<file path="config.mk">
export PLATFORM = sky130hd
export DESIGN_NAME = pong_game_engine_flat
export DESIGN_NICKNAME = d
export VERILOG_FILES = /design/src/rtl/pong_game_engine_pkg.sv /design/src/rtl/pong_game_engine_if.sv /design/src/rtl/pong_game_engine_paddle_collide.sv /design/src/rtl/pong_game_engine.sv /design/src/flat_wrapper.sv
export SDC_FILE = /design/constraint.sdc
export NUM_CORES = 1
export LEC_CHECK = 0
export ABC_CLOCK_PERIOD_IN_PS = 13740
export BUFFER_PORTS_ARGS = -buffer_cell sky130_fd_sc_hd__buf_2
export CAP_MARGIN = 5
export CELL_PAD_IN_SITES_DETAIL_PLACEMENT = 0
export CELL_PAD_IN_SITES_GLOBAL_PLACEMENT = 1
export CORE_UTILIZATION = 49
export CTS_CLUSTER_SIZE = 25
export DETAILED_ROUTE_END_ITERATION = 7
export PLACE_DENSITY = 0.95
export SLEW_MARGIN = 20
export SYNTH_ARGS = -nofsm -noshare
export SYNTH_HDL_FRONTEND = slang
export SYNTH_SLANG_ARGS = --single-unit
</file>
<file path="constraint.sdc">
create_clock -name clk -period 13.74 [get_ports clk]
set_clock_uncertainty 0.15 [all_clocks]
set_input_delay 0.687 -clock clk [delete_from_list [all_inputs] [get_ports clk]]
set_output_delay 0.687 -clock clk [all_outputs]
set_load 0.03 [all_outputs]
</file>
<file path="src/rtl/pong_game_engine_pkg.sv">
// Shared state codes, hit-zone codes and default geometry for the pong engine.
package pong_game_engine_pkg;

    typedef enum logic [2:0] {
        ST_IDLE      = 3'd0,
        ST_SERVE     = 3'd1,
        ST_PLAY      = 3'd2,
        ST_POINT     = 3'd3,
        ST_GAME_OVER = 3'd4
    } state_t;

    typedef enum logic [1:0] {
        ZONE_CENTRE = 2'd0,
        ZONE_TOP    = 2'd1,
        ZONE_BOTTOM = 2'd2
    } zone_t;

    localparam int SCREEN_W_D    = 640;
    localparam int SCREEN_H_D    = 480;
    localparam int BALL_SIZE_D   = 10;
    localparam int PADDLE_W_D    = 10;
    localparam int PADDLE_H_D    = 50;
    localparam int LEFT_PAD_X_D  = 40;
    localparam int RIGHT_PAD_X_D = 600;
    localparam int SPEED_INIT_D  = 2;
    localparam int SPEED_MAX_D   = 6;
    localparam int WIN_SCORE_D   = 9;
    localparam int SERVE_TICKS_D = 60;

endpackage

</file>
<file path="src/rtl/pong_game_engine_if.sv">
// Frame-rate control inputs and ball/paddle/score outputs of the pong engine.
interface pong_game_engine_if;
    logic        tick;
    logic        start;
    logic [9:0]  pad_l_y;
    logic [9:0]  pad_r_y;
    logic [10:0] ball_x;
    logic [9:0]  ball_y;
    logic [9:0]  pad_l_y_q;
    logic [9:0]  pad_r_y_q;
    logic [3:0]  score_l;
    logic [3:0]  score_r;
    logic        point_l;
    logic        point_r;
    logic        game_over;
    logic        winner;
    logic [2:0]  state_o;

    modport master (
        output tick, start, pad_l_y, pad_r_y,
        input  ball_x, ball_y, pad_l_y_q, pad_r_y_q, score_l, score_r,
               point_l, point_r, game_over, winner, state_o
    );

    modport slave (
        input  tick, start, pad_l_y, pad_r_y,
        output ball_x, ball_y, pad_l_y_q, pad_r_y_q, score_l, score_r,
               point_l, point_r, game_over, winner, state_o
    );
endinterface

</file>
<file path="src/rtl/pong_game_engine_paddle_collide.sv">
// Combinational paddle test: edge crossing this tick, Y overlap, and which third of the paddle was hit.
module pong_game_engine_paddle_collide
    import pong_game_engine_pkg::*;
#(
    parameter bit IS_LEFT   = 1'b1,
    parameter int EDGE_X    = 50,
    parameter int BALL_SIZE = BALL_SIZE_D,
    parameter int PADDLE_H  = PADDLE_H_D
) (
    input  logic               toward,
    input  logic signed [11:0] p_x,
    input  logic signed [11:0] nx,
    input  logic signed [11:0] ny,
    input  logic [9:0]         pad_y,
    output logic               hit,
    output zone_t              zone
);
    localparam logic signed [11:0] EDGE      = 12'(EDGE_X);
    localparam logic signed [11:0] BSZ       = 12'(BALL_SIZE);
    localparam logic signed [11:0] HALF      = 12'(BALL_SIZE / 2);
    localparam logic signed [11:0] PH        = 12'(PADDLE_H);
    localparam logic signed [11:0] THIRD     = 12'(PADDLE_H / 3);
    localparam logic signed [11:0] TWO_THIRD = 12'((2 * PADDLE_H) / 3);

    logic signed [11:0] pad_s;
    logic signed [11:0] off;
    logic               crossed;
    logic               overlap;

    always_comb begin
        pad_s = $signed({2'b00, pad_y});
        if (IS_LEFT) crossed = (p_x >= EDGE) && (nx <= EDGE);
        else         crossed = (p_x <= EDGE) && (nx >= EDGE);
        overlap = ((ny + BSZ) > pad_s) && (ny < (pad_s + PH));
        hit     = toward && crossed && overlap;
        // zone from ball centre relative to paddle top; above the paddle counts as top
        off = ny + HALF - pad_s;
        if (off < THIRD)           zone = ZONE_TOP;
        else if (off >= TWO_THIRD) zone = ZONE_BOTTOM;
        else                       zone = ZONE_CENTRE;
    end
endmodule

</file>
<file path="src/rtl/pong_game_engine.sv">
// Ball/paddle/score engine: moves the ball once per frame tick, bounces it and sequences serve/point/game-over.
// state     | meaning
// IDLE      | after reset, ball centred, waiting for start
// SERVE     | ball held centred for SERVE_TICKS ticks
// PLAY      | ball moving, walls and paddles reflect it
// POINT     | one tick: score, pulse, recentre
// GAME_OVER | winner shown, waiting for start
module pong_game_engine
    import pong_game_engine_pkg::*;
#(
    parameter int SCREEN_W    = SCREEN_W_D,
    parameter int SCREEN_H    = SCREEN_H_D,
    parameter int BALL_SIZE   = BALL_SIZE_D,
    parameter int PADDLE_W    = PADDLE_W_D,
    parameter int PADDLE_H    = PADDLE_H_D,
    parameter int LEFT_PAD_X  = LEFT_PAD_X_D,
    parameter int RIGHT_PAD_X = RIGHT_PAD_X_D,
    parameter int SPEED_INIT  = SPEED_INIT_D,
    parameter int SPEED_MAX   = SPEED_MAX_D,
    parameter int WIN_SCORE   = WIN_SCORE_D,
    parameter int SERVE_TICKS = SERVE_TICKS_D
) (
    input logic              clk,
    input logic              reset_n,
    pong_game_engine_if.slave bus
);
    localparam int CNT_W  = $clog2(SERVE_TICKS + 1);
    localparam int L_EDGE = LEFT_PAD_X + PADDLE_W;
    localparam int R_EDGE = RIGHT_PAD_X - BALL_SIZE;

    localparam logic [10:0]        X_CENTRE   = 11'((SCREEN_W - BALL_SIZE) / 2);
    localparam logic [9:0]         Y_CENTRE   = 10'((SCREEN_H - BALL_SIZE) / 2);
    localparam logic [10:0]        X_L_EDGE   = 11'(L_EDGE);
    localparam logic [10:0]        X_R_EDGE   = 11'(R_EDGE);
    localparam logic [10:0]        X_MAX      = 11'(SCREEN_W - BALL_SIZE);
    localparam logic signed [11:0] X_MAX_S    = 12'(SCREEN_W - BALL_SIZE);
    localparam logic [9:0]         Y_MAX      = 10'(SCREEN_H - BALL_SIZE);
    localparam logic signed [11:0] Y_MAX_S    = 12'(SCREEN_H - BALL_SIZE);
    localparam logic [9:0]         PAD_MAX    = 10'(SCREEN_H - PADDLE_H);
    localparam logic [3:0]         S_INIT     = 4'(SPEED_INIT);
    localparam logic [3:0]         SX_MAX     = 4'(SPEED_MAX);
    localparam logic [3:0]         SY_EDGE    = 4'(SPEED_INIT + 1);
    localparam logic [3:0]         SY_CENTRE  = 4'((SPEED_INIT > 1) ? SPEED_INIT - 1 : 1);
    localparam logic [3:0]         WIN        = 4'(WIN_SCORE);
    localparam logic [CNT_W-1:0]   SERVE_LOAD = CNT_W'(SERVE_TICKS - 1);

    state_t           state;
    logic [10:0]      ball_x;
    logic [9:0]       ball_y;
    logic             dir_left, dir_up;
    logic [3:0]       sx, sy;
    logic [CNT_W-1:0] serve_cnt;
    logic [3:0]       score_l, score_r;
    logic             point_l, point_r, game_over, winner, scored_right;
    logic [9:0]       pad_l_q, pad_r_q;

    logic signed [11:0] px, py, nx, ny;
    logic [9:0]         y_next, pad_l_clamp, pad_r_clamp;
    logic               dir_up_next, hit_l, hit_r;
    logic [3:0]         sx_bump, sy_l, sy_r, score_l_inc, score_r_inc;
    zone_t              zone_l, zone_r;

    always_comb begin
        px = $signed({1'b0, ball_x});
        py = $signed({2'b00, ball_y});
        nx = dir_left ? (px - $signed({8'd0, sx})) : (px + $signed({8'd0, sx}));
        ny = dir_up   ? (py - $signed({8'd0, sy})) : (py + $signed({8'd0, sy}));
        y_next      = ny[9:0];
        dir_up_next = dir_up;
        if (ny <= 12'sd0) begin
            y_next      = '0;
            dir_up_next = 1'b0;
        end else if (ny >= Y_MAX_S) begin
            y_next      = Y_MAX;
            dir_up_next = 1'b1;
        end
        sx_bump     = (sx >= SX_MAX) ? SX_MAX : sx + 4'd1;
        sy_l        = (zone_l == ZONE_CENTRE) ? SY_CENTRE : SY_EDGE;
        sy_r        = (zone_r == ZONE_CENTRE) ? SY_CENTRE : SY_EDGE;
        score_l_inc = (score_l >= WIN) ? WIN : score_l + 4'd1;
        score_r_inc = (score_r >= WIN) ? WIN : score_r + 4'd1;
        pad_l_clamp = (bus.pad_l_y > PAD_MAX) ? PAD_MAX : bus.pad_l_y;
        pad_r_clamp = (bus.pad_r_y > PAD_MAX) ? PAD_MAX : bus.pad_r_y;
    end

    pong_game_engine_paddle_collide #(
        .IS_LEFT(1'b1), .EDGE_X(L_EDGE), .BALL_SIZE(BALL_SIZE), .PADDLE_H(PADDLE_H)
    ) u_collide_l (
        .toward(dir_left), .p_x(px), .nx(nx), .ny(ny), .pad_y(pad_l_q),
        .hit(hit_l), .zone(zone_l)
    );

    pong_game_engine_paddle_collide #(
        .IS_LEFT(1'b0), .EDGE_X(R_EDGE), .BALL_SIZE(BALL_SIZE), .PADDLE_H(PADDLE_H)
    ) u_collide_r (
        .toward(~dir_left), .p_x(px), .nx(nx), .ny(ny), .pad_y(pad_r_q),
        .hit(hit_r), .zone(zone_r)
    );

    always_ff @(posedge clk or negedge reset_n) begin
        if (!reset_n) begin
            state        <= ST_IDLE;
            ball_x       <= X_CENTRE;
            ball_y       <= Y_CENTRE;
            dir_left     <= 1'b0;
            dir_up       <= 1'b0;
            sx           <= S_INIT;
            sy           <= S_INIT;
            serve_cnt    <= SERVE_LOAD;
            score_l      <= '0;
            score_r      <= '0;
            point_l      <= 1'b0;
            point_r      <= 1'b0;
            game_over    <= 1'b0;
            winner       <= 1'b0;
            scored_right <= 1'b0;
            pad_l_q      <= '0;
            pad_r_q      <= '0;
        end else begin
            point_l <= 1'b0;
            point_r <= 1'b0;
            if (bus.tick) begin
                pad_l_q <= pad_l_clamp;
                pad_r_q <= pad_r_clamp;
            end
            case (state)
                ST_IDLE: begin
                    if (bus.start) begin
                        state     <= ST_SERVE;
                        serve_cnt <= SERVE_LOAD;
                        ball_x    <= X_CENTRE;
                        ball_y    <= Y_CENTRE;
                        dir_up    <= 1'b0;
                    end
                end
                ST_SERVE: begin
                    if (bus.tick) begin
                        if (serve_cnt == '0) begin
                            state <= ST_PLAY;
                            sx    <= S_INIT;
                            sy    <= S_INIT;
                        end else begin
                            serve_cnt <= serve_cnt - 1'b1;
                        end
                    end
                end
                ST_PLAY: begin
                    if (bus.tick) begin
                        ball_y <= y_next;
                        dir_up <= dir_up_next;
                        // paddle reflection wins over a miss in the same tick
                        if (hit_l) begin
                            ball_x   <= X_L_EDGE;
                            dir_left <= 1'b0;
                            sx       <= sx_bump;
                            sy       <= sy_l;
                        end else if (hit_r) begin
                            ball_x   <= X_R_EDGE;
                            dir_left <= 1'b1;
                            sx       <= sx_bump;
                            sy       <= sy_r;
                        end else if (nx <= 12'sd0) begin
                            ball_x       <= '0;
                            scored_right <= 1'b1;
                            state        <= ST_POINT;
                        end else if (nx >= X_MAX_S) begin
                            ball_x       <= X_MAX;
                            scored_right <= 1'b0;
                            state        <= ST_POINT;
                        end else begin
                            ball_x <= nx[10:0];
                        end
                    end
                end
                ST_POINT: begin
                    if (bus.tick) begin
                        ball_x    <= X_CENTRE;
                        ball_y    <= Y_CENTRE;
                        dir_up    <= 1'b0;
                        serve_cnt <= SERVE_LOAD;
                        // next serve heads toward whoever conceded
                        dir_left  <= scored_right;
                        if (scored_right) begin
                            score_r <= score_r_inc;
                            point_r <= 1'b1;
                        end else begin
                            score_l <= score_l_inc;
                            point_l <= 1'b1;
                        end
                        if ((scored_right ? score_r_inc : score_l_inc) == WIN) begin
                            state     <= ST_GAME_OVER;
                            game_over <= 1'b1;
                            winner    <= scored_right;
                        end else begin
                            state <= ST_SERVE;
                        end
                    end
                end
                ST_GAME_OVER: begin
                    if (bus.start) begin
                        state     <= ST_SERVE;
                        game_over <= 1'b0;
                        score_l   <= '0;
                        score_r   <= '0;
                        serve_cnt <= SERVE_LOAD;
                        ball_x    <= X_CENTRE;
                        ball_y    <= Y_CENTRE;
                        dir_up    <= 1'b0;
                    end
                end
                default: state <= ST_IDLE;
            endcase
        end
    end

    assign bus.ball_x    = ball_x;
    assign bus.ball_y    = ball_y;
    assign bus.pad_l_y_q = pad_l_q;
    assign bus.pad_r_y_q = pad_r_q;
    assign bus.score_l   = score_l;
    assign bus.score_r   = score_r;
    assign bus.point_l   = point_l;
    assign bus.point_r   = point_r;
    assign bus.game_over = game_over;
    assign bus.winner    = winner;
    assign bus.state_o   = state;
endmodule

</file>
<file path="src/flat_wrapper.sv">
// flat-port wrapper written by rule: the top's interface ports become plain ports
module pong_game_engine_flat import pong_game_engine_pkg::*;
#(
    parameter int SCREEN_W    = SCREEN_W_D,
    parameter int SCREEN_H    = SCREEN_H_D,
    parameter int BALL_SIZE   = BALL_SIZE_D,
    parameter int PADDLE_W    = PADDLE_W_D,
    parameter int PADDLE_H    = PADDLE_H_D,
    parameter int LEFT_PAD_X  = LEFT_PAD_X_D,
    parameter int RIGHT_PAD_X = RIGHT_PAD_X_D,
    parameter int SPEED_INIT  = SPEED_INIT_D,
    parameter int SPEED_MAX   = SPEED_MAX_D,
    parameter int WIN_SCORE   = WIN_SCORE_D,
    parameter int SERVE_TICKS = SERVE_TICKS_D
)
  (clk, reset_n, bus_tick, bus_start, bus_pad_l_y, bus_pad_r_y, bus_ball_x, bus_ball_y, bus_pad_l_y_q, bus_pad_r_y_q, bus_score_l, bus_score_r, bus_point_l, bus_point_r, bus_game_over, bus_winner, bus_state_o);
  pong_game_engine_if bus_i ();
  input logic clk;
  input logic reset_n;
  input wire logic [$bits(bus_i.tick)-1:0] bus_tick;
  input wire logic [$bits(bus_i.start)-1:0] bus_start;
  input wire logic [$bits(bus_i.pad_l_y)-1:0] bus_pad_l_y;
  input wire logic [$bits(bus_i.pad_r_y)-1:0] bus_pad_r_y;
  output wire logic [$bits(bus_i.ball_x)-1:0] bus_ball_x;
  output wire logic [$bits(bus_i.ball_y)-1:0] bus_ball_y;
  output wire logic [$bits(bus_i.pad_l_y_q)-1:0] bus_pad_l_y_q;
  output wire logic [$bits(bus_i.pad_r_y_q)-1:0] bus_pad_r_y_q;
  output wire logic [$bits(bus_i.score_l)-1:0] bus_score_l;
  output wire logic [$bits(bus_i.score_r)-1:0] bus_score_r;
  output wire logic [$bits(bus_i.point_l)-1:0] bus_point_l;
  output wire logic [$bits(bus_i.point_r)-1:0] bus_point_r;
  output wire logic [$bits(bus_i.game_over)-1:0] bus_game_over;
  output wire logic [$bits(bus_i.winner)-1:0] bus_winner;
  output wire logic [$bits(bus_i.state_o)-1:0] bus_state_o;
  assign bus_i.tick = bus_tick;
  assign bus_i.start = bus_start;
  assign bus_i.pad_l_y = bus_pad_l_y;
  assign bus_i.pad_r_y = bus_pad_r_y;
  assign bus_ball_x = bus_i.ball_x;
  assign bus_ball_y = bus_i.ball_y;
  assign bus_pad_l_y_q = bus_i.pad_l_y_q;
  assign bus_pad_r_y_q = bus_i.pad_r_y_q;
  assign bus_score_l = bus_i.score_l;
  assign bus_score_r = bus_i.score_r;
  assign bus_point_l = bus_i.point_l;
  assign bus_point_r = bus_i.point_r;
  assign bus_game_over = bus_i.game_over;
  assign bus_winner = bus_i.winner;
  assign bus_state_o = bus_i.state_o;
  pong_game_engine #(.SCREEN_W(SCREEN_W), .SCREEN_H(SCREEN_H), .BALL_SIZE(BALL_SIZE), .PADDLE_W(PADDLE_W), .PADDLE_H(PADDLE_H), .LEFT_PAD_X(LEFT_PAD_X), .RIGHT_PAD_X(RIGHT_PAD_X), .SPEED_INIT(SPEED_INIT), .SPEED_MAX(SPEED_MAX), .WIN_SCORE(WIN_SCORE), .SERVE_TICKS(SERVE_TICKS)) u_core (.clk(clk), .reset_n(reset_n), .bus(bus_i));
endmodule
</file>
After elaboration in Yosys (flattened, before gate mapping)
Index checks and enable logic that the tools add are counted.
{"block": "totals", "register_bits": 73, "input_bits": 24}
{"block": "op_classes", "addsub": 14, "order_cmp": 21, "eq_ne": 20, "muxes": 83, "n_bitwise": 3, "n_reduce_logical": 30}
{"cell": "$mux 11", "n": 7}
{"cell": "$mux 10", "n": 7}
{"cell": "$mux 4", "n": 17}
{"cell": "$pmux 11 s3", "n": 1}
{"cell": "$pmux 4 s2", "n": 4}
{"cell": "$mux 3", "n": 10}
{"cell": "$pmux 10 s3", "n": 1}
{"cell": "$ge 12x11->1 const B", "n": 2}
{"cell": "$ge 12x7->1 const B", "n": 2}
{"cell": "$gt 12x11->1", "n": 2}
{"cell": "$le 12x1->1 const B", "n": 2}
{"cell": "$lt 12x12->1", "n": 2}
{"cell": "$lt 12x6->1 const B", "n": 2}
{"cell": "$mux 12", "n": 2}
{"cell": "$mux 6", "n": 4}
{"cell": "$sub 12x11->12", "n": 2}
{"cell": "$add 10x6->11 const B", "n": 2}
{"cell": "$gt 10x9->1 const B", "n": 2}
{"cell": "$reduce_and 4->1", "n": 5}
{"cell": "$reduce_and 5->1", "n": 4}
{"cell": "$mux 1", "n": 19}
{"cell": "$pmux 6 s3", "n": 1}
{"cell": "$ne 2x2->1 const B", "n": 8}
{"cell": "$add 11x4->12", "n": 1}
{"cell": "other kinds (33)", "n": 62}

Depth between registers and ports, before layout
Gate-level depths: netlist of run 1.
{"block": "logic_depth", "depth_word": 13, "ltp_mapped": 22, "ltp_nobuf": 21}

By module
A second synthesis of run 1 with hierarchy kept.
{"block": "hier_totals", "cells_unflattened": 895, "area_unflattened_um2": 7537.2}
{"mod": "pong_game_engine", "n_inst": 1, "cells_per_inst": 519, "area_per_inst_um2": 4639.4, "seq_area_each_um2": 1800.5}
{"mod": "pong_game_engine_paddle_collide (u_core.u_collide_l)", "n_inst": 1, "cells_per_inst": 191, "area_per_inst_um2": 1466.4, "seq_area_each_um2": 0.0}
{"mod": "pong_game_engine_paddle_collide (u_core.u_collide_r)", "n_inst": 1, "cells_per_inst": 185, "area_per_inst_um2": 1431.4, "seq_area_each_um2": 0.0}

Worst setup path after synthesis of run 1
Ideal clock, no wire load.
{"block": "synth_timing", "kind": "register to register", "startpoint": "register u_core.ball_y[0] (netlist: u_core.bus.ball_y[0])", "endpoint": "register u_core.sy[1]", "arrival_ps": 5450, "slack_ps": 8058, "stages_incl_launch_ff": 21, "n_path_buf": 0, "period_less_slack_ps": 5682, "path_cell_list": "dfstp_2 inv_1 ha_1 fa_1 nand2b_1 o21ai_0 ha_1 or2_2 o311ai_0 xnor2_1 ha_1 a21o_1 a21o_1 a211o_1 o211ai_1 a31oi_1 a211oi_1 nor4_4 nor4b_1 a32oi_1 mux2_2"}
{"block": "synth_between", "elab_chain_cells": 13, "word_cells_on_any_way": 33, "cone_classes": "6 x add/sub; 8 x order compare; 1 x eq/ne; 11 x mux; 7 x reduce/logical"}
{"item": "start: declaration", "line": "pong_game_engine.sv:49", "source": "logic [9:0] ball_y;"}
{"item": "start signal: assignment", "line": "pong_game_engine.sv:149", "source": "ball_y <= y_next;"}
{"item": "$add 10x4->11 / $sub 10x4->11 (equally long branches)", "line": "pong_game_engine.sv:67", "source": "ny = dir_up ? (py - $signed({8'd0, sy})) : (py + $signed({8'd0, sy}));"}
{"item": "$mux 12 (*)", "line": "pong_game_engine.sv:67"}
{"item": "$add 12x4->12", "line": "pong_game_engine_paddle_collide.sv:37", "source": "off = ny + HALF - pad_s;"}
{"item": "$sub 12x11->12", "line": "pong_game_engine_paddle_collide.sv:37"}
{"item": "$ge 12x7->1", "line": "pong_game_engine_paddle_collide.sv:39", "source": "else if (off >= TWO_THIRD) zone = ZONE_BOTTOM;"}
{"item": "$mux 2", "line": "pong_game_engine_paddle_collide.sv:39"}
{"item": "$mux 2", "line": "pong_game_engine_paddle_collide.sv:38", "source": "if (off < THIRD) zone = ZONE_TOP;"}
{"item": "$logic_not 2->1", "line": "pong_game_engine.sv:79", "source": "sy_r = (zone_r == ZONE_CENTRE) ? SY_CENTRE : SY_EDGE;"}
{"item": "$mux 2", "line": "pong_game_engine.sv:79"}
{"item": "$mux 4", "line": "pong_game_engine.sv:157", "source": "end else if (hit_r) begin"}
{"item": "$mux 4", "line": "pong_game_engine.sv:152", "source": "if (hit_l) begin"}
{"item": "$mux 4", "line": "pong_game_engine.sv:148", "source": "if (bus.tick) begin"}
{"item": "$pmux 4 s2", "line": "pong_game_engine.sv:126", "source": "case (state)"}
{"item": "end signal: assignment", "line": "pong_game_engine.sv:156", "source": "sy <= sy_l;"}
{"item": "end signal: assignment", "line": "pong_game_engine.sv:161", "source": "sy <= sy_r;"}
{"item": "end: declaration", "line": "pong_game_engine.sv:51", "source": "logic [3:0] sx, sy;"}
Mark *: on every way between the ends. The rest lies on a longest branch, timed or not. The select of a mux whose other input is x is not followed.
A chain may end at the register's enable or synchronous reset.

Final worst setup path of run 1
{"block": "layout_timing", "startpoint": "register u_core.ball_y[0] (netlist: u_core.bus.ball_y[0])", "endpoint": "register u_core.sx[2]"}
{"block": "layout_between", "elab_chain_cells": 9, "word_cells_on_any_way": 17, "cone_classes": "3 x add/sub; 4 x order compare; 1 x eq/ne; 4 x mux; 5 x reduce/logical"}
{"item": "$add 10x4->11 / $sub 10x4->11 (equally long branches)", "line": "pong_game_engine.sv:67"}
{"item": "$mux 12 (*)", "line": "pong_game_engine.sv:67"}
{"item": "$add 12x5->12", "line": "pong_game_engine_paddle_collide.sv:34", "source": "overlap = ((ny + BSZ) > pad_s) && (ny < (pad_s + PH));"}
{"item": "$gt 12x11->1", "line": "pong_game_engine_paddle_collide.sv:34"}
{"item": "$logic_and 1x1->1", "line": "pong_game_engine_paddle_collide.sv:34"}
{"item": "$logic_and 1x1->1", "line": "pong_game_engine_paddle_collide.sv:35", "source": "hit = toward && crossed && overlap;"}
{"item": "$mux 4", "line": "pong_game_engine.sv:152"}
{"item": "$mux 4", "line": "pong_game_engine.sv:148"}
{"item": "$pmux 4 s2", "line": "pong_game_engine.sv:126"}
{"item": "end signal: assignment", "line": "pong_game_engine.sv:155", "source": "sx <= sx_bump;"}
{"item": "end signal: assignment", "line": "pong_game_engine.sv:160", "source": "sx <= sx_bump;"}
{"item": "end: declaration", "line": "pong_game_engine.sv:51"}
Marked as above.

==> run summary, run 1 <==
The final non-filler cell area came out at 8230 µm². For the worst-case headroom to the max-slew limit, the log shows 25.7%. Detailed placement ended at an HPWL of 16.5 mm. The flow ran to the end, but the final reports show violations. The synthesis-stage register bit count is 71, and the final setup violation count is 0. Data on the critical path is required at its endpoint by 13810 ps.

In the routed design, unresolved DRC markers number 4. In this run the worst setup path begins at u_core.bus.ball_y[0]. The slew of the pin with the lowest slew margin works out to 1100 ps.

In this run the power density over the cells is 94.4 nW/µm². The initial utilization of the core area, before any placement, comes to 50.6%. The top-level port count is 80. The type of the most critical hold path was input pin to async pin. The fraction of synthesis flops using an asynchronous set or reset pin came out at 100%. Of all nets on the critical path, the largest fanout is 11. The most frequent standard cell in the layout excluding fill and tap cells is sky130_fd_sc_hd__ha_1. The post-route minimum period is 5940 ps. The routed layout has 7017 vias. The CTS root buffer was sky130_fd_sc_hd__clkbuf_16. Across the run, the number of max-cap violations was 0.

The global-route wire length before repair is 34.9 mm. In this run the tool buffered the top-level ports with 79 buffer cells. The number of warnings issued by yosys is 0. The worst register-to-register path begins at u_core.bus.ball_y[0]. The H-tree generated during clock tree synthesis spans 3 levels. The run gives 0 as the final-report max-slew violation count.

Synthesis handed over a netlist of 893 instances. The repair_antennas step left the layout with diodes totalling 0. The tools report the initial antenna violation count as 0.

For the worst hold-check slack, the log shows 322 ps. The checks that failed: DRC. Once detail routing completed, the nets flagged for antenna violations numbered 0. After filler insertion, the fill cell instance count of the layout stands at 1403. In the layout the commonest cells are 94 x sky130_fd_sc_hd__ha_1, 78 x sky130_fd_sc_hd__buf_2, 77 x sky130_fd_sc_hd__inv_1. The worst endpoint data arrival time came out at 6010 ps.

Summed over all failing endpoints, the final setup total negative slack is 0 ps. The final cycle utilization of the critical path is 43.2%, and the post-detailed-placement cell area is 7960 µm². For the remaining global-route overflow, the log shows 0. The final core utilization was 56.2%; the vertical extent of the die was 125 µm. The congestion estimate from routability-driven global placement came to 0.920.

The die span in x works out to 125 µm. Relative to the synthesized area, the layout overhead comes to 11.0%. The final instance count without filler cells was 1152; the number of design-rule violations left by the first detailed-router iteration was 687. Average wire per cell in the routed design: 18.3 µm. Setup repair after global routing left no endpoint under its margin. The first detailed-routing pass took 7 iterations. The count of cells along the worst register-to-register path was 22. The logs give 15600 µm² for the area enclosed by the die boundary and 1136 for the total instance count after detailed placement.

After clock tree synthesis, the repair step resized 0 gates. The pin count of the biggest net entering global routing was 72; the worst reg-to-reg setup slack was 7800 ps. Netlist area before placement: 7410 µm². Number of placement rows: 44. The region available for standard cell placement spans 14600 µm². The clock net in this run drives a total of 71 sinks.

Each instance of the synthesized netlist takes up on average 8.30 µm². After clock tree synthesis, the flow added hold-fix buffers numbering 0. The tools report the wire length after detailed routing as 21.1 mm. The maximum clock insertion buffer count is 2. The critical path ends at u_core.sx[2].

VDD sags by at most 0.0683 mV. The clock buffer count from CTS is 9, and the unique cell type count in the Yosys netlist is 83. The number of global-route vias before repair was 6664. By startpoint and endpoint, the worst setup path is classified as register to register. The synthesized design contains 0 enable-type register cells. TritonCTS built the clock tree.

The analysis attributes to cell leakage a power of 3.76 nW. Hold violation total from the final report: 0. Static timing analysis puts the maximum clock frequency at 168 MHz. Endpoint of the worst-slack reg-to-reg timing path: u_core.sx[2]. Ratio of cells with drive above 1 in the final layout: 14.9%. The tools report the endpoint type of the worst setup path as a register. The tools report the synthesized netlist net count as 1016.

The tools report the buffer count from post-CTS setup fixing as 0. At the end of the flow, the number of nets in the layout was 1086. The tools report the fraction of the yosys area taken by sequential cells as 24.3%. The run gives 27.8% as the total routing resource utilization after global routing. Among all flip-flop cells after synthesis, the most frequent one is sky130_fd_sc_hd__dfrtp_1. Clock network latency to the later pin of the worst-skew pair: 340 ps. The worst setup path is launched from a register. Using the TritonRoute via totals, the vias-per-cell ratio works out to 6.09.

Clock-pin slew was measured on the worst setup and hold paths at 60 ps.
synthesized netlist by cell type (8+ instances only):
library cell / count / area, µm²
sky130_fd_sc_hd__dfrtp_1: 52 / 1300
sky130_fd_sc_hd__nor2_1: 63 / 236
sky130_fd_sc_hd__a21o_1: 14 / 105
sky130_fd_sc_hd__a31oi_1: 12 / 75.1
sky130_fd_sc_hd__xnor2_1: 45 / 394
sky130_fd_sc_hd__xor2_1: 11 / 96.3
sky130_fd_sc_hd__nand4_1: 11 / 68.8
sky130_fd_sc_hd__o22ai_1: 13 / 81.3
sky130_fd_sc_hd__nor2b_1: 17 / 106
sky130_fd_sc_hd__dfstp_2: 19 / 499
sky130_fd_sc_hd__nand2_1: 62 / 233
sky130_fd_sc_hd__or3_1: 8 / 50.1
sky130_fd_sc_hd__o31ai_1: 8 / 60.1
sky130_fd_sc_hd__a21oi_1: 52 / 260
sky130_fd_sc_hd__ha_1: 94 / 1180
sky130_fd_sc_hd__clkbuf_1: 17 / 63.8
sky130_fd_sc_hd__inv_1: 77 / 289
sky130_fd_sc_hd__and2_1: 11 / 68.8
sky130_fd_sc_hd__o22a_1: 10 / 87.6
sky130_fd_sc_hd__o21a_1: 14 / 105
sky130_fd_sc_hd__nor3_1: 31 / 155
sky130_fd_sc_hd__o21ai_0: 60 / 300
sky130_fd_sc_hd__nor4_1: 13 / 81.3
sky130_fd_sc_hd__nand3_1: 24 / 120
state kept, by name, indices dropped and copies added (netlist names), 4 cells and up:
| name | cells |
|---|---|
| u_core.bus.ball_x | 11 |
| u_core.bus.ball_y | 10 |
| u_core.bus.pad_l_y_q | 10 |
| u_core.bus.pad_r_y_q | 10 |
| u_core.bus.score_l | 4 |
| u_core.bus.score_r | 4 |
| u_core.serve_cnt | 6 |
| u_core.sx | 4 |
power by group:
part	leakage, nW	switching (mW)	internal, mW	total, mW
clock network	0.122	0.0966	0.123	0.219
logic	2.78	0.182	0.121	0.303
registers	0.855	0.0240	0.231	0.255
through the flow:
stage                     worst slack [ps]  power [mW]
after global placement                8090       0.554
final                                 7800       0.777
after global routing                  7250       0.824
after CTS                             7900       0.776
after floorplan                       8060       0.475
after detailed placement              7990       0.554
cells by family (layout without fill, tap and decap cells):
logic type	count (synthesis)	count (layout)	share of synthesized area (%)
compound gates	268	268	24.9
flops	71	71	24.3
xor+xnor	57	57	6.84
simple gates	286	286	20.0
mux	9	9	1.27
fa+ha+maj	99	99	17.2
buf+inv	103	178	5.49
area by class of cell:
| type | instances | area [µm²] | area share (%) |
|---|---|---|---|
| Clock inverter | 5 | 36.3 | 0.441 |
| Tap cell | 184 | 230 | 2.80 |
| Multi-Input combinational cell | 719 | 5200 | 63.2 |
| Clock buffer | 11 | 233 | 2.83 |
| Inverter | 79 | 297 | 3.60 |
| Sequential cell | 71 | 1800 | 21.9 |
| Timing Repair Buffer | 83 | 428 | 5.20 |
worst max-delay path: stages (launching register included):
cell	delay, ps
sky130_fd_sc_hd__dfstp_2	550
sky130_fd_sc_hd__ha_1	180
sky130_fd_sc_hd__fa_1	240
sky130_fd_sc_hd__nor2b_1	250
sky130_fd_sc_hd__a21oi_1	80
sky130_fd_sc_hd__xnor2_1	790
sky130_fd_sc_hd__ha_1	340
sky130_fd_sc_hd__nor2b_1	60
sky130_fd_sc_hd__o21ai_0	60
sky130_fd_sc_hd__o311ai_0	150
sky130_fd_sc_hd__buf_4	200
sky130_fd_sc_hd__nand3b_1	180
sky130_fd_sc_hd__xnor2_1	180
sky130_fd_sc_hd__ha_1	330
sky130_fd_sc_hd__nand2_1	70
sky130_fd_sc_hd__nor3_1	160
sky130_fd_sc_hd__o21ai_0	130
sky130_fd_sc_hd__a31oi_1	280
sky130_fd_sc_hd__a211oi_1	130
sky130_fd_sc_hd__nor4_4	550
sky130_fd_sc_hd__a21oi_4	120
sky130_fd_sc_hd__o32a_1	380
sky130_fd_sc_hd__o221a_1	220
how the worst min path moves through the flow:
| stage | depth (start not counted) | slack (ps) | endpoint |
|---|---|---|---|
| after CTS | 2 | 350 | u_core.bus.winner |
| after detailed placement | 2 | 320 | u_core.bus.winner |
| after floorplan | 0 | 240 | u_core.bus.ball_x[10] |
| after global placement | 2 | 330 | u_core.bus.winner |
| after global routing | 2 | 390 | u_core.bus.winner |
| final | 1 | 320 | u_core.bus.pad_r_y_q[1] |
layer usage:
layer	track usage [%]	share of wire, %	vias to the layer above	wire [µm]
met5	0	0	-	0
li1	-	-	3420	-
met2	42.9	44	238	9250
met4	6.67	1.5	0	314
met1	40.7	48	3332	10200
met3	4.19	6.4	27	1340
(Power assumes the default switching activity.)
==> run 2, diff against run 1 <==
ABC_CLOCK_PERIOD_IN_PS = 4860   (was 13740)
CORE_UTILIZATION = 41   (was 49)
PLACE_DENSITY = 0.87   (was 0.95)
clock period = 4.86 ns   (was 13.74 ns; I/O delays follow)
==> run 2 against run 1 <==
Against the previous run:
- critical path type unchanged
- cell area increased by 14%
- sequential cell count unchanged
- die area increased by 19%
- count of clock-buffer cells in the layout decreased by 2
- non-clock buffer count increased by 93
- final cell count increased by 12%
- global-route usage decreased by 2.3 points
- highest routed layer unchanged
- the flow finishes with violations (setup timing)
- core utilization decreased by 2.7 points
- worst hold slack got worse by 320 ps
- setup slack got worse by 7900 ps
==> run summary, run 2 (synthesis gave the netlist of run 1 again) <==
The final instance count without filler cells is 1286 (was 1152). The maximum clock insertion buffer count came out at 2 (unchanged). Commonest non-fill, non-tap cells in the layout: 91 x sky130_fd_sc_hd__ha_1, 80 x sky130_fd_sc_hd__buf_4, 78 x sky130_fd_sc_hd__buf_2 (was 94 x sky130_fd_sc_hd__ha_1, 78 x sky130_fd_sc_hd__buf_2, 77 x sky130_fd_sc_hd__inv_1). The kind of launch point of the worst setup path is a register (unchanged). The static leakage was 4.30 nW (was 3.76 nW); the post-detailed-placement cell area was 8700 µm² (was 7960 µm²).

The run gives 17500 µm² (was 14600 µm²) as the core region area. For the final-report max-slew violation count, the log shows 0 (unchanged). The logs give 0.899 mW (was 0.302 mW) for the switching power summed over all nets and 2.36 mW (was 0.777 mW) for the overall power consumption.

Setup repair after global routing could not meet its margin everywhere. The worst-case headroom to the max-slew limit was 38.0% (was 25.7%); the ratio of cells with drive above 1 in the final layout was 25.0% (was 14.9%). The CTS root buffer is sky130_fd_sc_hd__clkbuf_16 (unchanged). Signed area change from the synthesized netlist to the final layout: 26.1% (was 11.0%). The run gives -372 ps (was 0 ps) as the total negative slack. The most frequent standard cell in the layout excluding fill and tap cells was sky130_fd_sc_hd__ha_1 (unchanged). Placed wire-length estimate: 18.1 mm (was 16.5 mm).

Library cell contributing the largest single delay on the critical path: sky130_fd_sc_hd__dfstp_2 (was sky130_fd_sc_hd__xnor2_1). The slew of the pin with the lowest slew margin was 930 ps (was 1100 ps). The worst hold-check slack was 3.16 ps (was 322 ps); the worst slack at placement was -286 ps (was 7990 ps). The clock-pin transition on the worst setup and hold timing paths works out to 60 ps (about the same). The initial antenna violation count was 0 (unchanged). The tools report the pin count of the biggest net entering global routing as 72 (unchanged). The cell internal power dissipation came out at 1.46 mW (was 0.475 mW). The post-route minimum period was 4990 ps (was 5940 ps); the upper clock frequency limit was 201 MHz (was 168 MHz). The type of the most critical hold path was input pin to register (was input pin to async pin). The number of input and output port buffers inserted was 79 (unchanged); the final antenna-violating net count was 0 (unchanged). The global placer's final weighted congestion is 0.924 (was 0.920), and the die span in x is 136 µm (was 125 µm). The flow ran to the end, but the final reports show violations. The total routing resource utilization after global routing is 25.5% (was 27.8%), and the number of placement rows is 48 (was 44). The relative contribution of the clock network to total power came out at 28.5% (was 28.2%). The final core utilization was 53.5% (was 56.2%); the initial core utilization was 42.4% (was 50.6%). TritonCTS built the clock tree. The number of global-route vias before repair is 7026 (was 6664).

The run gives 71 (unchanged) as the clock net sink count. Number of flip-flops under the largest register name: 11 (unchanged). The remaining global-route overflow is 0 (unchanged). The clock buffer count from CTS came out at 9 (unchanged).

Via count: 7519 (was 7017). The biggest fanout along the worst timing path came out at 6 (was 11). The worst stage delay on the critical path is 550 ps (was 790 ps), and the data required time at the worst endpoint is 4940 ps (was 13810 ps). The average wire per cell in the routed design is 18.1 µm (was 18.3 µm). The share of total power in combinational logic came out at 41.3% (was 38.9%).

The tools report the clock network latency to the later pin of the worst-skew pair as 340 ps (about the same). The top register by number of flip-flops is u_core.bus.ball_x (unchanged). Violations in the final reports: setup timing (was DRC). The final non-filler cell area was 9350 µm² (was 8230 µm²); the number of antenna repair diodes was 0 (unchanged). The gate family responsible for the most delay along the worst path is compound AO/OA/AOI/OAI gates (unchanged). The DRC violation count after routing was 0 (was 4).

The number of levels the H-tree was split into was 3 (unchanged). The endpoint type of the worst setup path is a register (unchanged). The global-route wire length before repair came out at 36.7 mm (was 34.9 mm). The power density normalized to cell area was 252 nW/µm² (was 94.4 nW/µm²); the number of detailed-route iterations in the first pass was 7 (unchanged).

The final setup slack of the worst path came out at -126 ps (was 7800 ps). The switching fraction of total power was 38.1% (was 38.9%). The average via count per standard cell was 5.85 (was 6.09). Number of buffer and inverter instances along the worst setup path: 3 (was 1). For the area enclosed by the die boundary, the log shows 18600 µm² (was 15600 µm²). The run gives 1179 (was 1086) as the final layout net count. Cell-by-cell trace of the critical path: inv_2 > ha_4 > fa_2 > nand2b_4 > o21ai_4 > ha_4 > or2_4 > o311ai_4 > xnor2_2 > ha_1 > a21o_1 > a21o_1 > a211o_1 > o211ai_1 > a31oi_2 > nor4b_4 > nor4_4 > buf_6 > a21oi_4 > buf_6 > nor2_1 > o221a_1 (was ha_1 > fa_1 > nor2b_1 > a21oi_1 > xnor2_1 > ha_1 > nor2b_1 > o21ai_0 > o311ai_0 > buf_4 > nand3b_1 > xnor2_1 > ha_1 > nand2_1 > nor3_1 > o21ai_0 > a31oi_1 > a211oi_1 > nor4_4 > a21oi_4 > o32a_1 > o221a_1). The tools report the largest vdd supply drop as 0.197 mV (was 0.0683 mV). The number of design-rule violations left by the first detailed-router iteration is 489 (was 687), and the depth of the worst hold-timing path is 3.

The count of cells along the worst register-to-register path works out to 22 (unchanged). The total stage count of the critical path was 22 (unchanged); the vertical extent of the die was 136 µm (was 125 µm). The final setup violation count came out at 7 (was 0). The run gives 23.3 mm (was 21.1 mm) as the wire length after detailed routing. The final cycle utilization of the critical path came out at 103% (was 43.2%).

The hold violation total from the final report is 0 (unchanged), and the sequential share of power is 30.2% (was 32.8%). For the top-level port count, the log shows 80 (unchanged). The class of the most critical setup path is register to register (unchanged). The worst endpoint data arrival time came out at 5060 ps (was 6010 ps). The total instance count after detailed placement came out at 1253 (was 1136).

The count of max-cap constraint violations came out at 0 (unchanged).
## run 2: changes by cell type in the layout (fill, tap and decap cells not counted), sizes merged
cell / before / now
bufinv: 0 / 1
clkinv: 3 / 7
clkbuf: 11 / 9
buf: 83 / 164
clkinvlp: 3 / 0
dlygate4sd3: 0 / 12
## run 2: per-layer routing
layer / vias up / share of wire (%) / track usage (%)
met5: - / 0 / 0
met4: 0 / 2.0 / 7.28
met3: 42 / 5.9 / 5.22
met2: 220 / 45 / 39.8
met1: 3624 / 47 / 35.3
li1: 3633 / - / -
## run 2: worst paths after layout
path	startpoint	to	slack [ps]
setup / recovery	u_core.bus.ball_y[0]	u_core.sx[2]	-130
hold / removal	bus_pad_l_y[9]	u_core.bus.pad_l_y_q[8]	3
setup reg to reg	u_core.bus.ball_y[0]	u_core.sx[2]	-130
hold reg to reg	u_core.bus.winner	u_core.bus.winner	370
max in group asynchronous	reset_n	u_core.bus.ball_y[9]	3520
min in group asynchronous	reset_n	u_core.bus.pad_l_y_q[0]	430
## run 2: timing repair
item,4_1_cts,5_1_grt
gates resized for setup,17,31
buffers inserted,5,3
pin swaps,13,11
endpoints found under the hold margin,63,0
hold buffers,12,0
endpoints found under the setup margin,17,18
## run 2: final cells by class
class                   count  area [µm²]
well taps                 225         282
inverters                  79         298
multi-input cells         719        5490
fillers                  1578        8130
flip-flops and latches     71        1800
repair buffers            176        1180
clock buffers               9         225
clock inverters             7        71.3
## run 2: worst min-delay path, delay by kind of cell
family,cells,cell delay [ps]
compound gates,2,120
buf+inv,1,90
## run 2: power by group through the flow
stage	sequential, mW	clock (mW)	combinational (mW)
floorplan	0.751	0	0.602
global placement	0.719	0	0.895
detailed placement	0.722	0	0.908
CTS	0.712	0.680	0.939
global route	0.719	0.706	1.07
finish	0.713	0.674	0.974
==> run 3, diff against run 2 <==
SETUP_SLACK_MARGIN = 0.02   (was unset)
==> run 3 against run 2 <==
Against the previous run:
- count of clock-buffer cells in the layout did not move
- clock power barely moved
- core utilization rose by 0.21 points
- power barely moved
- critical path depth did not move
- routed wire length rose by 0.13%
- non-clock buffer count rose by 2
- setup slack improved by 15 ps
- sequential cell count did not move
- critical endpoint unchanged
- the flow still finishes with violations (setup timing)
- cell area rose by 0.39%
==> run summary, run 3 (synthesis gave the netlist of run 1 again) <==
Class of the most critical setup path: register to register (unchanged). The initial antenna violation count was 0 (unchanged). The gate family responsible for the most delay along the worst path is compound AO/OA/AOI/OAI gates (unchanged).

The total instance count after detailed placement came out at 1253 (unchanged). TritonCTS built the clock tree. The type of the most critical hold path was input pin to register (unchanged).

The run gives 0 (unchanged) as the final-report max-slew violation count. The total routing resource utilization after global routing was 25.5% (about the same). The kind of launch point of the worst setup path is a register (unchanged). The overall power consumption was 2.36 mW (about the same). Commonest non-fill, non-tap cells in the layout: 91 x sky130_fd_sc_hd__ha_1, 81 x sky130_fd_sc_hd__buf_4, 78 x sky130_fd_sc_hd__buf_2 (was 91 x sky130_fd_sc_hd__ha_1, 80 x sky130_fd_sc_hd__buf_4, 78 x sky130_fd_sc_hd__buf_2). Violations in the final reports: setup timing (unchanged). The slew of the pin with the lowest slew margin is 929 ps (was 930 ps). The average via count per standard cell is 5.80 (was 5.85), and the clock buffer count from CTS is 9 (unchanged). The clock-pin transition on the worst setup and hold timing paths works out to 60 ps (about the same). The worst reg-to-reg setup slack was -110 ps (was -130 ps). The library cell contributing the largest single delay on the critical path is sky130_fd_sc_hd__dfstp_2 (unchanged). The vertical extent of the die is 136 µm (unchanged). The count of cells along the worst register-to-register path was 22 (unchanged). Setup repair after global routing could not meet its margin everywhere. The wire length after detailed routing is 23.4 mm (was 23.3 mm), and the post-detailed-placement cell area is 8700 µm² (unchanged). For the number of antenna repair diodes, the log shows 0 (unchanged). Cell-by-cell trace of the critical path: inv_2 > ha_4 > fa_2 > nand2b_4 > o21ai_4 > ha_4 > or2_4 > o311ai_4 > xnor2_2 > ha_1 > a21o_1 > a21o_1 > a211o_1 > o211ai_1 > a31oi_2 > nor4b_4 > nor4_4 > buf_6 > a21oi_4 > buf_6 > nor2_1 > o221a_1 (unchanged). The register area is 1800 µm² (unchanged), and the depth of the worst hold-timing path is 3 (unchanged).

The run gives 5510 µm² (was 5490 µm²) as the multi-input gate area in the final layout. The placed wire-length estimate is 18.1 mm (unchanged). The post-route minimum period is 4970 ps (was 4990 ps), and the ratio of cells with drive above 1 in the final layout is 25.4% (was 25.0%). The logs give 4.32 nW (was 4.30 nW) for the static leakage and 201 MHz (about the same) for the upper clock frequency limit.

The clock net sink count is 71 (unchanged), and the pin count of the biggest net entering global routing is 72 (unchanged). The run finished, with violations left. Power density normalized to cell area: 251 nW/µm² (was 252 nW/µm²). The count of max-cap constraint violations was 0 (unchanged).

The tools report the CTS root buffer as sky130_fd_sc_hd__clkbuf_16 (unchanged). The tools report the area enclosed by the die boundary as 18600 µm² (unchanged). The average wire per cell in the routed design came out at 18.1 µm (about the same). Top-level port count: 80 (unchanged). The worst stage delay on the critical path came out at 550 ps (about the same).

The final setup violation count is 5 (was 7), and the final non-filler cell area is 9380 µm² (was 9350 µm²). The clock network latency to the later pin of the worst-skew pair is 340 ps (about the same), and the global placer's final weighted congestion is 0.924 (unchanged). The tools report the final instance count without filler cells as 1288 (was 1286). The tools report the source of the worst register-to-register timing path as u_core.bus.ball_y[0] (unchanged). The tools report the start point of the worst hold path as bus_pad_l_y[9] (unchanged). The number of flip-flops under the largest register name is 11 (unchanged). Largest vdd supply drop: 0.197 mV (about the same). The tools report the core region area as 17500 µm² (unchanged). Endpoint of the worst-slack reg-to-reg timing path: u_core.sx[2] (unchanged).

The tools report the number of design-rule violations left by the first detailed-router iteration as 459 (was 489). The endpoint type of the worst setup path is a register (unchanged). The run gives 38.1% (was 38.0%) as the worst-case headroom to the max-slew limit. The top register by number of flip-flops is u_core.bus.ball_x (unchanged).

For the number of global-route vias before repair, the log shows 7027 (was 7026). The number of detailed-route iterations in the first pass was 7 (unchanged); the die span in x was 136 µm (unchanged). The remaining global-route overflow came out at 0 (unchanged). For the worst endpoint data arrival time, the log shows 5050 ps (was 5060 ps). The tools report the final antenna-violating net count as 0 (unchanged). The data required time at the worst endpoint is 4930 ps (was 4940 ps), and the signed area change from the synthesized netlist to the final layout is 26.6% (was 26.1%). For the global-route wire length before repair, the log shows 36.7 mm (unchanged). The most frequent standard cell in the layout excluding fill and tap cells is sky130_fd_sc_hd__ha_1 (unchanged). The final layout net count was 1181 (was 1179); the maximum clock insertion buffer count was 2 (unchanged). The number of input and output port buffers inserted is 79 (unchanged), and the DRC violation count after routing is 0 (unchanged).

The final cycle utilization of the critical path is 102% (was 103%). The endpoint with the worst hold slack is u_core.bus.pad_l_y_q[8] (unchanged). For the final setup slack of the worst path, the log shows -111 ps (was -126 ps). The biggest fanout along the worst timing path came out at 6 (unchanged). The number of placement rows is 48 (unchanged), and the number of buffer and inverter instances along the worst setup path is 3 (unchanged). For the number of levels the H-tree was split into, the log shows 3 (unchanged). The initial core utilization is 42.4% (unchanged). The via count came out at 7464 (was 7519). The layout filler cell count is 1573 (was 1578), and the hold violation total from the final report is 0 (unchanged).
run 3: metrics by stage:
stage / setup WS (ps) / utilization [%] / setup TNS (ps) / hold slack, ps
2_1_floorplan: -56.3 / - / -183 / -203
3_3_place_gp: -101 / 49.8 / -408 / 290
3_5_place_dp: -286 / 49.8 / -2270 / 287
4_1_cts: -100 / 52.8 / -232 / 0.413
5_1_grt: -284 / 53.7 / -1960 / 9.94
6_report: -111 / 53.7 / -318 / 5.65
run 3: final cells by class:
type                       instances  area share [%]
multi-input combinational        719            58.7
timing repair buffer             178            12.8
tap                              225            3.00
sequential                        71            19.2
inverter                          79            3.17
clock inverter                     7           0.760
clock buffer                       9            2.40
run 3: worst max path at each step:
stage,start,to,slack [ps],cells past startpoint
global placement,u_core.bus.ball_y[0],u_core.bus.ball_x[1],-100,22
finish,u_core.bus.ball_y[0],u_core.sx[2],-110,22
global route,u_core.sy[1],u_core.sy[1],-280,22
detailed placement,u_core.bus.ball_y[0],u_core.bus.ball_x[1],-290,24
floorplan,u_core.bus.ball_y[0],u_core.sx[0],-60,20
CTS,u_core.bus.ball_y[0],u_core.sy[1],-100,20
run 3: per-layer routing:
metal / vias to the layer above / global-route usage (%) / share of wire [%]
met5: - / 0 / 0
met4: 0 / 7.22 / 2.0
met3: 37 / 5.03 / 5.5
met2: 195 / 39.9 / 45
met1: 3594 / 35.4 / 47
li1: 3638 / - / -
run 3: worst reg2reg max path: stages, from the launching register on:
cell                       delay (ps)
sky130_fd_sc_hd__dfstp_2          550
sky130_fd_sc_hd__inv_2             50
sky130_fd_sc_hd__ha_4             160
sky130_fd_sc_hd__fa_2             510
sky130_fd_sc_hd__nand2b_4         130
sky130_fd_sc_hd__o21ai_4           60
sky130_fd_sc_hd__ha_4             150
sky130_fd_sc_hd__or2_4            230
sky130_fd_sc_hd__o311ai_4         320
sky130_fd_sc_hd__xnor2_2          170
sky130_fd_sc_hd__ha_1             270
sky130_fd_sc_hd__a21o_1           170
sky130_fd_sc_hd__a21o_1           150
sky130_fd_sc_hd__a211o_1          250
sky130_fd_sc_hd__o211ai_1         110
sky130_fd_sc_hd__a31oi_2          180
sky130_fd_sc_hd__nor4b_4          340
sky130_fd_sc_hd__nor4_4            60
sky130_fd_sc_hd__buf_6            150
sky130_fd_sc_hd__a21oi_4          220
sky130_fd_sc_hd__buf_6            140
sky130_fd_sc_hd__nor2_1            50
sky130_fd_sc_hd__o221a_1          290
run 3: repair_timing:
item | CTS | global route
buffers inserted | 5 | 5
pin swaps | 14 | 10
hold buffers | 12 | 0
endpoints found under the hold margin | 63 | 0
gates resized for setup | 20 | 32
endpoints found under the setup margin | 18 | 18
run 3: where the power goes:
part / internal [mW] / switching, mW
registers: 0.653 / 0.0593
logic: 0.410 / 0.563
clock network: 0.398 / 0.276
